==> config.mk <==
export PLATFORM = sky130hd
export DESIGN_NAME = uart_tx_arbiter
export DESIGN_NICKNAME = d
export VERILOG_FILES = /design/src/rtl/uart_tx_arbiter.sv
export SDC_FILE = /design/constraint.sdc
export NUM_CORES = 1
export LEC_CHECK = 0
export BUFFER_PORTS_ARGS = -buffer_cell sky130_fd_sc_hd__buf_2
export CORE_ASPECT_RATIO = 0.8
export CORE_UTILIZATION = 40
export DETAILED_ROUTE_END_ITERATION = 10
export MAX_ROUTING_LAYER = met4
export PLACE_DENSITY = 0.66
export SLEW_MARGIN = 20
export SYNTH_ARGS = -nofsm -noshare
export SYNTH_HDL_FRONTEND = slang
export SYNTH_SLANG_ARGS = --single-unit
==> constraint.sdc <==
create_clock -name i_clk -period 4.7 [get_ports i_clk]
set_clock_uncertainty 0.2 [all_clocks]
set_input_delay 0.47 -clock i_clk [delete_from_list [all_inputs] [get_ports i_clk]]
set_output_delay 0.47 -clock i_clk [all_outputs]
set_load 0.02 [all_outputs]
==> src/rtl/uart_tx_arbiter.sv <==
// Round-robin arbiter sharing one UART transmitter among N_REQ byte producers.
// Supports frame locking via req_last and aborts a transfer that never completes.
module uart_tx_arbiter #(
  parameter int N_REQ   = 4,
  parameter int TIMEOUT = 1023,
  parameter int CNT_W   = 10
) (
  input  logic                 i_clk,
  input  logic                 i_reset,
  input  logic [N_REQ-1:0]     i_req_valid,
  input  logic [8*N_REQ-1:0]   i_req_data,
  input  logic [N_REQ-1:0]     i_req_last,
  output logic [N_REQ-1:0]     o_req_ready,
  output logic                 o_tx_start,
  output logic [7:0]           o_din,
  input  logic                 i_tx_active,
  input  logic                 i_tx_done_tick,
  output logic [N_REQ-1:0]     o_grant,
  output logic                 o_busy,
  output logic                 o_timeout_err,
  output logic [1:0]           o_dbg_state
);

  localparam int IDX_W = (N_REQ > 1) ? $clog2(N_REQ) : 1;

  typedef enum logic [1:0] {
    S_IDLE  = 2'd0,
    S_START = 2'd1,
    S_WAIT  = 2'd2,
    S_LOCK  = 2'd3
  } state_t;

  state_t             r_state;
  state_t             w_next;
  logic [IDX_W-1:0]   r_rr_ptr;
  logic [IDX_W-1:0]   r_owner;
  logic [7:0]         r_din;
  logic               r_last_q;
  logic [N_REQ-1:0]   r_grant;
  logic [CNT_W-1:0]   r_wd;

  logic [IDX_W-1:0]   w_win_idx;
  logic               w_win_found;
  logic [IDX_W-1:0]   w_acc_idx;
  logic [N_REQ-1:0]   w_acc_onehot;
  logic               w_accept;
  logic               w_timeout;
  logic               w_release;
  logic [IDX_W-1:0]   w_next_rr;
  logic [7:0]         w_data_arr [N_REQ];

  for (genvar g = 0; g < N_REQ; g++) begin : g_unpack
    assign w_data_arr[g] = i_req_data[8*g +: 8];
  end

  // First valid requester at or above rr_ptr, wrapping at N_REQ.
  always_comb begin : rr_search
    logic [IDX_W:0]   sum;
    logic [IDX_W-1:0] idx;
    sum         = '0;
    idx         = '0;
    w_win_found = 1'b0;
    w_win_idx   = '0;
    for (int k = 0; k < N_REQ; k++) begin
      sum = {1'b0, r_rr_ptr} + (IDX_W+1)'(k);
      if (sum >= (IDX_W+1)'(N_REQ)) sum = sum - (IDX_W+1)'(N_REQ);
      idx = sum[IDX_W-1:0];
      if (!w_win_found && i_req_valid[idx]) begin
        w_win_found = 1'b1;
        w_win_idx   = idx;
      end
    end
  end

  // Handshake: a byte moves on a cycle where req_valid[i] & req_ready[i] are both 1.
  // Ready may depend on valid (IDLE picks among valid requesters) and is never
  // raised while the transmitter is active, in START/WAIT, or during reset.
  always_comb begin
    o_req_ready = '0;
    if (!i_reset && !i_tx_active) begin
      if (r_state == S_IDLE && w_win_found) o_req_ready[w_win_idx] = 1'b1;
      else if (r_state == S_LOCK)           o_req_ready[r_owner]   = i_req_valid[r_owner];
    end
  end

  assign w_accept  = |(o_req_ready & i_req_valid);
  assign w_acc_idx = (r_state == S_LOCK) ? r_owner : w_win_idx;

  always_comb begin
    w_acc_onehot            = '0;
    w_acc_onehot[w_acc_idx] = 1'b1;
  end

  assign w_timeout = (r_wd == CNT_W'(TIMEOUT - 1));
  assign w_next_rr = (r_owner == IDX_W'(N_REQ - 1)) ? '0 : r_owner + IDX_W'(1);
  // Ownership ends on the last byte's done, or on abort; done beats timeout.
  assign w_release = (r_state == S_WAIT) && (i_tx_done_tick ? r_last_q : w_timeout);

  always_comb begin
    w_next        = r_state;
    o_tx_start    = 1'b0;
    o_timeout_err = 1'b0;
    case (r_state)
      S_IDLE, S_LOCK: begin
        if (w_accept) w_next = S_START;
      end
      S_START: begin
        o_tx_start = 1'b1;
        w_next     = S_WAIT;
      end
      S_WAIT: begin
        if (i_tx_done_tick) begin
          w_next = r_last_q ? S_IDLE : S_LOCK;
        end else if (w_timeout) begin
          o_timeout_err = 1'b1;
          w_next        = S_IDLE;
        end
      end
      default: w_next = S_IDLE;
    endcase
  end

  always_ff @(posedge i_clk) begin
    if (i_reset) begin
      r_state  <= S_IDLE;
      r_rr_ptr <= '0;
      r_din    <= '0;
      r_owner  <= '0;
      r_last_q <= 1'b1;
      r_grant  <= '0;
      r_wd     <= '0;
    end else begin
      r_state <= w_next;
      if (w_accept) begin
        r_din    <= w_data_arr[w_acc_idx];
        r_last_q <= i_req_last[w_acc_idx];
        r_owner  <= w_acc_idx;
        r_grant  <= w_acc_onehot;
      end
      if (r_state == S_START)     r_wd <= '0;
      else if (r_state == S_WAIT) r_wd <= r_wd + CNT_W'(1);
      if (w_release) begin
        r_grant  <= '0;
        r_rr_ptr <= w_next_rr;
      end
    end
  end

  assign o_din       = r_din;
  assign o_grant     = r_grant;
  assign o_busy      = (r_state != S_IDLE);
  assign o_dbg_state = r_state;

endmodule

-- Yosys cells after proc, flatten, opt, wreduce, memory -nomap -nowiden
Cells that the tools add are included.
- bits in writable memories: 0
- input bits: 44
- bits in read-only memories: 0
- memories: 0
- register bits after elaboration: 29
- latch bits: 0
- output and inout port bits: 21
- logic and storage cells: 110
- muxes and demuxes: 48
- multiply operators: 0
- divide/modulo/power cells: 0
- equality and inequality tests: 7
- reductions and logical operators: 21
- bitwise operators: 3
- magnitude comparators: 15
- add/subtract/negate cells: 9
- shifts and indexed selects: 0
- operator list (cell ; count):
    2-bit two-way mux ; 14
    2-bit by 3-bit < comparator with 1-bit output, second input constant ; 7
    1-bit two-way mux ; 18
    8-bit binary-select mux with 2-bit select ; 1
    8-bit two-way mux ; 2
    1-bit binary-select mux with 2-bit select ; 6
    3-bit >= comparator, second input constant ; 4
    4-bit two-way mux ; 3
    10-bit by 1-bit adder with 10-bit output, second input constant ; 1
    10-bit equality test, second input constant ; 1
    1-bit logical AND ; 9
    4-bit bitwise AND ; 2
    2-bit by 1-bit subtractor with 2-bit output, second input constant ; 4
    2-bit by 2-bit adder with 3-bit output, second input constant ; 2
    1-bit demux with 2-bit select ; 3
    2-bit equality test, second input constant ; 3
    2-bit by 1-bit >= comparator with 1-bit output, second input constant ; 3
    2-bit case mux with 3 select lines ; 1
    2-bit OR reduction ; 3
    1-bit zero test ; 5
    4-bit OR reduction ; 1
    2-bit by 1-bit adder with 3-bit output, second input constant ; 1
    2-bit by 3-bit >= comparator with 1-bit output, second input constant ; 1
    3-bit inequality test, second input constant ; 1
    other kinds (7) ; 7

-- Logic depth before layout (Yosys ltp)
Gate-level depths: netlist of the first run.
- word-level depth: 24
- gate-level depth with buffers: 9
- depth with buffers taken out: 8

-- Least setup slack after synthesis of the first run
Ideal clock, no wire load.
- kind: input to output
- start point: in i_req_valid[0]
- end point: out o_req_ready[1]
- required time: 4030 ps
- arrival time: 1670 ps
- stages: 4
- slack: 2360 ps
- buffers on the path: 0
- cells stage by stage: o41ai_1 and3_1 a22oi_1 nor2_1
- cells in the longest elaborated chain, start to end: 18
- elaborated cells between the ends (all ways): 34
- those cells by class: 2 x order compare; 23 x mux; 1 x bitwise; 8 x reduce/logical
- RTL lines (what ; RTL line ; RTL):
    from (decl) ; 10 ; input logic [N_REQ-1:0] i_req_valid,
    1-bit binary-select mux with 2-bit select ; 68 ; if (!w_win_found && i_req_valid[idx]) begin
    1-bit two-way mux (implied by the code) ; 68 ;
    1-bit two-way mux ; 68 ;
    1-bit zero test ; 68 ;
    1-bit logical AND ; 68 ;
    1-bit two-way mux ; 68 ;
    1-bit zero test ; 68 ;
    1-bit logical AND ; 68 ;
    [... 2 more ...] ; -- ;
    1-bit logical AND ; 68 ;
    2-bit two-way mux ; 68 ;
    2-bit by 3-bit < comparator with 1-bit output (implied by the code) or 2-bit by 1-bit >= comparator with 1-bit output (tied branches) ; 81 ; if (r_state == S_IDLE && w_win_found) o_req_ready[w_win_idx] = 1'b1;
    1-bit logical AND (implied by the code) ; 81 ;
    1-bit two-way mux (implied by the code) ; 81 ;
    1-bit demux with 2-bit select ; 81 ;
    4-bit two-way mux (*) ; 81 ;
    4-bit two-way mux (*) ; 80 ; if (!i_reset && !i_tx_active) begin
    to (decl) ; 13 ; output logic [N_REQ-1:0] o_req_ready,
Every way passes the cells marked *; elsewhere a longest branch is shown, timed or not. The select of a mux whose other input is x is not followed.

-- Final worst setup path of the first run
- start point: reg r_rr_ptr[0]
- end point: out o_req_ready[3]
- cells in the longest elaborated chain, start to end: 20
- elaborated cells between the ends (all ways): 45
- those cells by class: 7 x add/sub; 6 x order compare; 24 x mux; 8 x reduce/logical
- RTL lines (what ; RTL line ; RTL):
    from (decl) ; 35 ; logic [IDX_W-1:0] r_rr_ptr;
    from (signal assigned) ; 144 ; r_rr_ptr <= w_next_rr;
    parallel branches: the longest is 18 deep, another holds 2-bit by 1-bit adder with 3-bit output ; -- ;
    4-bit two-way mux (*) ; 81 ;
    4-bit two-way mux (*) ; 80 ;
Mark *: on every way between the ends. The select of a mux whose other input is x is not followed.

==> results.md, run 1 <==
Clock network:
- The clock latency reported for the late side of the worst-skew pair is 0.27 ns.
- The clock transition time at the flip-flop clock pins of the worst setup and hold paths is 0.06 ns.
- The post-cts hold buffer count is 0.
- No sink is reached through more buffers than the 2 on the longest clock path.
- In this run the number of H-tree levels came out at 2.
- The number of sinks handled by clock tree synthesis is 29.
- Buffers added to address setup during post-CTS repair amount to 0.
- The tree is rooted in a clkbuf_8.
- The quantity of gates resized following cts is 0.
- The clock tree from TritonCTS is built.
- The number of buffers inserted during clock tree synthesis is 5.

Floorplan:
- The effective utilization at floorplan is 42.8%.
- The die width is 77.9 µm.
- The die covers 0.00489 mm².
- The die is 62.7 µm tall.
- The total area inside the core boundary comes to 0.00431 mm².
- The number of placement rows is 21.
- In this run the count of I/O pins placed on the die edge is 65.

Final layout:
- The final standard cell utilization of the core is 53.0%.
- In the final layout, the share of cells above drive strength 1 is 27.4%.
- The final-stage net count is 334.
- The layout overhead on the synthesized area is 23.8%.
- The library cells used most frequently in the layout, excluding fill and tap cells, are buf_2, nor2_1, dfxtp_1.
- The library cell used most frequently in the layout, excluding fill and tap cells, is buf_2.
- After filler insertion, the fill cell instance count of the layout stands at 435.
- The number of diodes is 0.

Power and ir drop:
- The leakage power of the design is 1.06 nW.
- The peak ir drop on the vdd network is 0.000166 V.
- The design draws 0.692 mW.
- In this run the power density over the cells is 303 mW/mm².

Worst hold path:
- The kind of path behind the tightest hold check is reg -> reg.

Timing:
- The final-report max-slew violation count is 0.
- The number of endpoints with negative hold slack in the final report is 0.
- The accumulated negative setup slack is 0 ns.
- Timing would allow up to 386 MHz.
- Setup violations remaining at the end of the flow were counted as 0.
- Setup repair after global routing left no endpoint under its margin.
- On the final layout, the worst hold slack is 0.249 ns.
- At the pin with the least slew margin, the transition time is 0.908 ns.
- The share of the cycle needed by the critical path after routing is 55.1%.
- The worst pin sits at a relative slew slack of 38.7%.
- After layout, the minimum clock period comes to 2.59 ns.

Synth:
- The average instance in the mapped netlist occupies 8.54 µm².
- The cell area that synthesis handed to floorplanning was 0.00184 mm².
- The count of different cell masters after synthesis is 43.
- The sequential-to-total area share from yosys stat is 31.5%.
- Synthesis inferred 29 register bits.
- Counting every instance in the synthesized netlist gives 216.
- Synthesis produced a netlist with a net count of 270.
- The total number of yosys warnings is 0.
- The most used flip-flop cell after synthesis is dfxtp_1.
- The number of enable flip-flop cells after synthesis is 0.
- For this run, asynchronously set or reset flops after synthesis account for 0%.

Routing:
- The antenna violation net count after detailed routing is 0.
- The DRC violation count after routing is 0.
- Before antenna repair, the detailed router went through 4 iterations.
- Detailed routing inserted a total of 1760 vias.
- The detail-routed via count per cell is 5.21.
- The final layout contains routed wiring with a total length of 4540 µm.
- The starting DRC count in detailed routing is 145.
- The routed wire length per instance is 13.4 µm.

Run:
- Max-cap violations in this run came to 0.

Critical path:
- The critical path capture point type is an output port.
- The setup path with the least slack is of type reg -> out.
- The worst setup path is launched from a register.
- Of all nets on the critical path, the largest fanout is 7.
- STA puts the critical path data arrival time at 1.92 ns.
- The signal on the critical path passes through nor2b_1 -> a211o_1 -> a221oi_1 -> a22oi_1 -> nor2_1 -> buf_2.
- The largest individual stage delay along the critical path comes from the cell dfxtp_1.
- The data required time of the critical path is 4.03 ns.
- The kind of cell with the highest combined delay along the critical path is compound AO/OA/AOI/OAI gates.
- The worst stage delay on the critical path is 0.44 ns.
- The number of buffer and inverter instances along the worst setup path is 1.

Placed design:
- Buffers placed on the I/O ports in this run total 64.
- The routability-driven placement congestion ratio is 1.01.
- The HPWL after detailed placement is 3530 µm.

Global routing:
- After global routing the overflow that remains totals 0.
- Entering global routing, the biggest net connects 21 pins.
- The initial antenna violation count is 0.
- The overall track demand over capacity in global routing is 19.6%.
- The number of global-route vias before repair is 1627.
- The first global-routing pass estimated 7420 µm of wire.

Run status:
- The flow ran to the end, and the final reports show no timing, DRC or antenna violations.
-- power by group --
| group | switching, mW | total (mW) | leakage [nW] | internal, mW |
|---|---|---|---|---|
| registers | 0.0154 | 0.282 | 0.236 | 0.267 |
| logic | 0.134 | 0.223 | 0.789 | 0.0896 |
| clock network | 0.0816 | 0.186 | 0.0395 | 0.105 |
| total | 0.231 | 0.692 | 1.06 | 0.461 |
-- layout make-up --
| type | instances | area (µm²) | share of cell area, % |
|---|---|---|---|
| Multi-Input combinational cell | 167 | 1180 | 51.6 |
| Timing Repair Buffer | 65 | 328 | 14.4 |
| Sequential cell | 29 | 581 | 25.4 |
| Tap cell | 57 | 71.3 | 3.12 |
| Inverter | 12 | 45.0 | 1.97 |
| Clock buffer | 8 | 80.1 | 3.51 |
-- final timing paths --
kind / slack (ns) / endpoint / depth (start not counted) / start
worst max-delay path: 2.11 / o_req_ready[3] / 6 / r_rr_ptr[0]
worst min-delay path: 0.25 / o_grant[1] / 2 / o_grant[1]
worst max register to register: 2.31 / o_din[6] / 4 / o_dbg_state[0]
worst min register to register: 0.25 / o_grant[1] / 2 / o_grant[1]
-- state kept, by name, indices dropped and copies added (netlist names) --
register	count
o_din	8
o_dbg_state	2
r_last_q	1
r_owner	2
o_grant	4
r_wd	10
r_rr_ptr	2
-- synthesized netlist by cell type (2+ instances only) --
master | instances | area share (%)
nand3_1 | 4 | 1.1
buf_2 | 2 | 0.54
nand2b_1 | 2 | 0.68
clkbuf_1 | 5 | 1.0
a21oi_1 | 7 | 1.9
or2_2 | 2 | 0.68
nand2_2 | 2 | 0.68
nor3_1 | 5 | 1.4
nand4_1 | 5 | 1.7
o22ai_1 | 2 | 0.68
a211o_1 | 2 | 0.95
ha_1 | 10 | 6.8
nand3b_1 | 8 | 3.3
nor2b_1 | 2 | 0.68
a221oi_1 | 2 | 0.95
nor2_1 | 31 | 6.3
inv_1 | 12 | 2.4
dfxtp_1 | 29 | 31
a211oi_1 | 3 | 1.2
o21ai_0 | 7 | 1.9
xnor2_1 | 3 | 1.4
nand2_1 | 11 | 2.2
mux2i_1 | 18 | 9.8
or3_1 | 2 | 0.68
xor2_1 | 6 | 2.8
a22oi_1 | 9 | 3.7
o221ai_1 | 9 | 4.3
-- worst min-delay path, cell delays in order (launching register included) --
cell	delay (ns)
dfxtp_1	0.30
nand2_1	0.05
a21oi_1	0.05
-- kinds of logic (layout without fill, tap and decap cells) --
| logic type | count (synthesis) | count (layout) | share of synthesized area [%] |
|---|---|---|---|
| adders and majority gates | 10 | 10 | 6.78 |
| muxes | 19 | 19 | 11.0 |
| xor gates and xnor gates | 9 | 9 | 4.27 |
| AOI/OAI and AO/OA | 50 | 50 | 20.4 |
| buffers and inverters | 20 | 85 | 4.61 |
| DFF | 29 | 29 | 31.5 |
| and+or+nand+nor | 79 | 79 | 21.4 |
-- layer usage --
metal	routed length [µm]	GRT usage, %	up-vias
met5	0	-	-
met4	44	6.25	0
met3	266	5.26	6
met2	2190	32.1	43
met1	2040	23.5	797
li1	-	-	914
-- metrics by stage --
| stage | setup WS [ns] | area [µm²] | cells |
|---|---|---|---|
| after CTS | 2.11 | 2280 | 338 |
| after detailed placement | 2.12 | 2200 | 330 |
| after global routing | 1.97 | 2280 | 338 |
| after global placement | 2.17 | 2200 | 330 |
| after floorplan | 2.36 | 1840 | 216 |
| final | 2.11 | 2280 | 338 |
No activity file was read; power rests on OpenSTA's default activity.
==> run 2: changes to the inputs <==
==> constraint.sdc (replaced) <==
create_clock -name i_clk -period 2.5 [get_ports i_clk]
set_clock_uncertainty 0.2 [all_clocks]
set_input_delay 0.25 -clock i_clk [delete_from_list [all_inputs] [get_ports i_clk]]
set_output_delay 0.25 -clock i_clk [all_outputs]
set_load 0.02 [all_outputs]
==> results.md, run 2 (synthesis gave the netlist of run 1 again) <==
Floorplan:
- The effective utilization at floorplan is 42.8% (unchanged).
- The number of placement rows is 21 (unchanged).
- The overall die area is 0.00489 mm² (unchanged).
- The die width is 77.9 µm (unchanged).
- The number of primary I/O pins is 65 (unchanged).
- The placeable core region is 0.00431 mm² (unchanged).
- The vertical die dimension is 62.7 µm (unchanged).

Power and ir drop:
- The total power divided by cell area came to 586 mW/mm² (was 303 mW/mm²).
- The leakage power of the design was 1.11 nW (was 1.06 nW).
- The peak ir drop on the vdd network is 0.000309 V (was 0.000166 V).

Run:
- The number of max-capacitance violations reported came to 0 (unchanged).

Timing:
- The final-report max-slew violation count is 0 (unchanged).
- The minimum hold slack is 0.0805 ns (was 0.249 ns).
- After layout, the worst path uses 95.9% of the clock period.
- Counting I/O delays and the setup requirement, the final critical path takes 2.40 ns.
- The accumulated negative setup slack is 0 ns (unchanged).
- The setup-violating endpoint count in the final report was 0 (unchanged).
- The slew at the pin with the worst max-slew slack is 0.659 ns (was 0.908 ns).
- Derived from the worst setup path, the maximum achievable clock frequency is 417 MHz.
- The number of endpoints with negative hold slack in the final report is 0 (unchanged).
- The worst-case headroom to the max-slew limit was 55.5% (was 38.7%).

Clock network:
- The post-cts hold buffer count is 0 (unchanged).
- The deepest clock path buffer count is 2 (unchanged).
- The clock tree from TritonCTS was built (unchanged).
- The number of setup buffers added after CTS is 0 (unchanged).
- The level count of the clock H-tree is 2 (unchanged).
- The quantity of gates resized following cts is 0 (unchanged).
- The clock transition time at the flip-flop clock pins of the worst setup and hold paths was 0.06 ns (about the same).
- The root buffer cell is clkbuf_8 (unchanged).
- The clock latency reported for the late side of the worst-skew pair is 0.28 ns (was 0.27 ns).
- The number of buffers inserted during clock tree synthesis is 5 (unchanged).
- The number of sinks handled by clock tree synthesis was 29 (unchanged).

Placed design:
- The HPWL after detailed placement is 3490 µm (was 3530 µm).
- The quantity of I/O buffers inserted on ports is 64 (unchanged).
- The routability-driven placement congestion ratio is 0.967 (was 1.01).
- The cell area after placement is 0.00225 mm² (was 0.00220 mm²).

Global routing:
- The busiest metal layer after global routing is met2 (unchanged).
- The met1 usage is 22.9% (was 23.5%).
- The first-pass GRT wire length is 7080 µm (was 7420 µm).
- The number of global-route vias before repair is 1560 (was 1627).
- The final global-route overflow total is 0 (unchanged).
- The met3 track utilization from global routing is 6.86% (was 5.26%).
- The overall track demand over capacity in global routing is 19.0% (was 19.6%).
- The met2 capacity usage during global routing came to 29.8% (was 32.1%).
- The initial antenna violation count is 0 (unchanged).
- The pin count of the biggest net entering global routing is 19 (was 21).

Final layout:
- The final-stage net count is 340 (was 334).
- The layout overhead on the synthesized area was 27.7% (was 23.8%).
- The register with the most flip-flops is r_wd (unchanged).
- The number of filler instances in the final layout is 440 (was 435).
- The most common cell after layout, fill and taps aside is buf_2 (unchanged).
- The number of flip-flops under the largest register name is 10 (unchanged).
- The final standard cell utilization of the core is 54.7% (was 53.0%).
- Most used cells in the layout excluding fill and tap cells: buf_2, nor2_1, dfxtp_1 (unchanged).
- The layout cell share with drive strength beyond 1 was 30.3% (was 27.4%).
- The number of diodes was 0 (unchanged).
- The design area is 0.00236 mm² (was 0.00228 mm²).

Routing:
- The detail-routed via count per cell is 5.26 (was 5.21).
- The via total after detailed routing came to 1811 (was 1760).
- The routed wire length per instance came to 13.1 µm (was 13.4 µm).
- The detailed-route wire length is 4500 µm (was 4540 µm).
- The antenna violation net count after detailed routing came to 0 (unchanged).
- The starting DRC count in detailed routing is 87 (was 145).
- The number of detailed-routing iterations run before antenna repair is 4 (unchanged).
- The DRC violation count after routing came to 0 (unchanged).

Critical path:
- The data required time of the critical path came to 2.05 ns (was 4.03 ns).
- The family with the most delay on the worst path is compound AO/OA/AOI/OAI gates (unchanged).
- The reg-to-reg critical path startpoint is r_owner[0] (was o_dbg_state[0]).
- The endpoint of the worst register-to-register path was o_din[0] (was o_din[6]).
- The worst stage delay on the critical path is 0.46 ns (was 0.44 ns).
- The startpoint class of the critical path is a register (unchanged).
- The number of cells traversed by the worst register-to-register path is 6 (was 4).
- The signal arrival time at the worst endpoint is 1.95 ns (was 1.92 ns).
- The maximum fanout along the worst path came to 7 (unchanged).
- The critical path capture point type is an output port (unchanged).
- The setup slack of the most critical reg-to-reg path is 0.18 ns (was 2.31 ns).
- The number of buffer and inverter instances along the worst setup path was 1 (unchanged).
- The master of the slowest instance on the critical path is dfxtp_1 (unchanged).
- Chain of cells forming the critical path: nor2b_1 -> a211o_1 -> a22oi_1 -> nor2_1 -> a22oi_1 -> nor2_1 -> buf_2 (was nor2b_1 -> a211o_1 -> a221oi_1 -> a22oi_1 -> nor2_1 -> buf_2).
- The path type of the worst setup path is reg -> out (unchanged).

Run status:
- Outcome: finished, final reports clean (unchanged).

Worst hold path:
- The kind of path behind the tightest hold check is in -> reg (was reg -> reg).
- The count of cells along the worst hold path came to 3 (was 2).
- The worst hold path startpoint was i_req_data[12] (was o_grant[1]).
- The worst-case hold path end point is o_din[4] (was o_grant[1]).
[run 2: cell types whose count changed in the layout (fill, tap and decap cells not counted)]
| cell | delta |
|---|---|
| buf_4 | +6 |
| o221ai_1 | -1 |
| o221ai_2 | +1 |
| clkbuf_1 | -3 |
| clkbuf_8 | +2 |
| clkinv_2 | +1 |
[run 2: worst max path at each step]
| stage | slack (ns) | depth (start not counted) | startpoint | to |
|---|---|---|---|---|
| final | 0.10 | 7 | r_rr_ptr[0] | o_req_ready[0] |
| after global routing | -0.01 | 6 | r_rr_ptr[0] | o_req_ready[3] |
| after floorplan | 0.32 | 6 | o_dbg_state[1] | r_last_q |
| after detailed placement | 0.18 | 6 | r_owner[0] | o_din[3] |
| after CTS | 0.13 | 5 | r_owner[0] | o_req_ready[1] |
| after global placement | 0.24 | 7 | i_req_valid[0] | r_last_q |
[run 2: power by group]
group	switching, mW	total [mW]	internal [mW]	leakage [nW]
logic	0.252	0.427	0.174	0.817
clock network	0.173	0.422	0.248	0.0542
registers	0.0301	0.531	0.501	0.236
total	0.456	1.38	0.924	1.11
[run 2: worst register-to-register path, delay by kind of cell (launching register included)]
kind	cells	cell delay (ns)
AOI/OAI and AO/OA	2	0.46
DFF	1	0.46
buffers and inverters	1	0.17
and+or+nand+nor	2	0.36
muxes	1	0.54
[run 2: stage by stage]
step | cells | power (mW) | setup slack (ns)
after detailed placement | 336 | 0.966 | 0.176
after global routing | 344 | 1.46 | -0.00994
after global placement | 336 | 0.968 | 0.239
final | 344 | 1.38 | 0.104
after CTS | 344 | 1.40 | 0.134
after floorplan | 216 | 0.824 | 0.320
[run 2: layout make-up]
cell class	instances	area, µm²	area share (%)
clock buffer	7	96.3	4.09
clock inverter	1	5.00	0.212
sequential	29	581	24.6
timing repair buffer	71	373	15.8
inverter	12	45.0	1.91
multi-input combinational	167	1180	50.3
tap	57	71.3	3.03
[run 2: routing by layer]
metal	vias up	share of wire, %
li1	926	-
met4	0	0.47
met5	-	0
met1	851	48
met2	32	48
met3	2	4.1
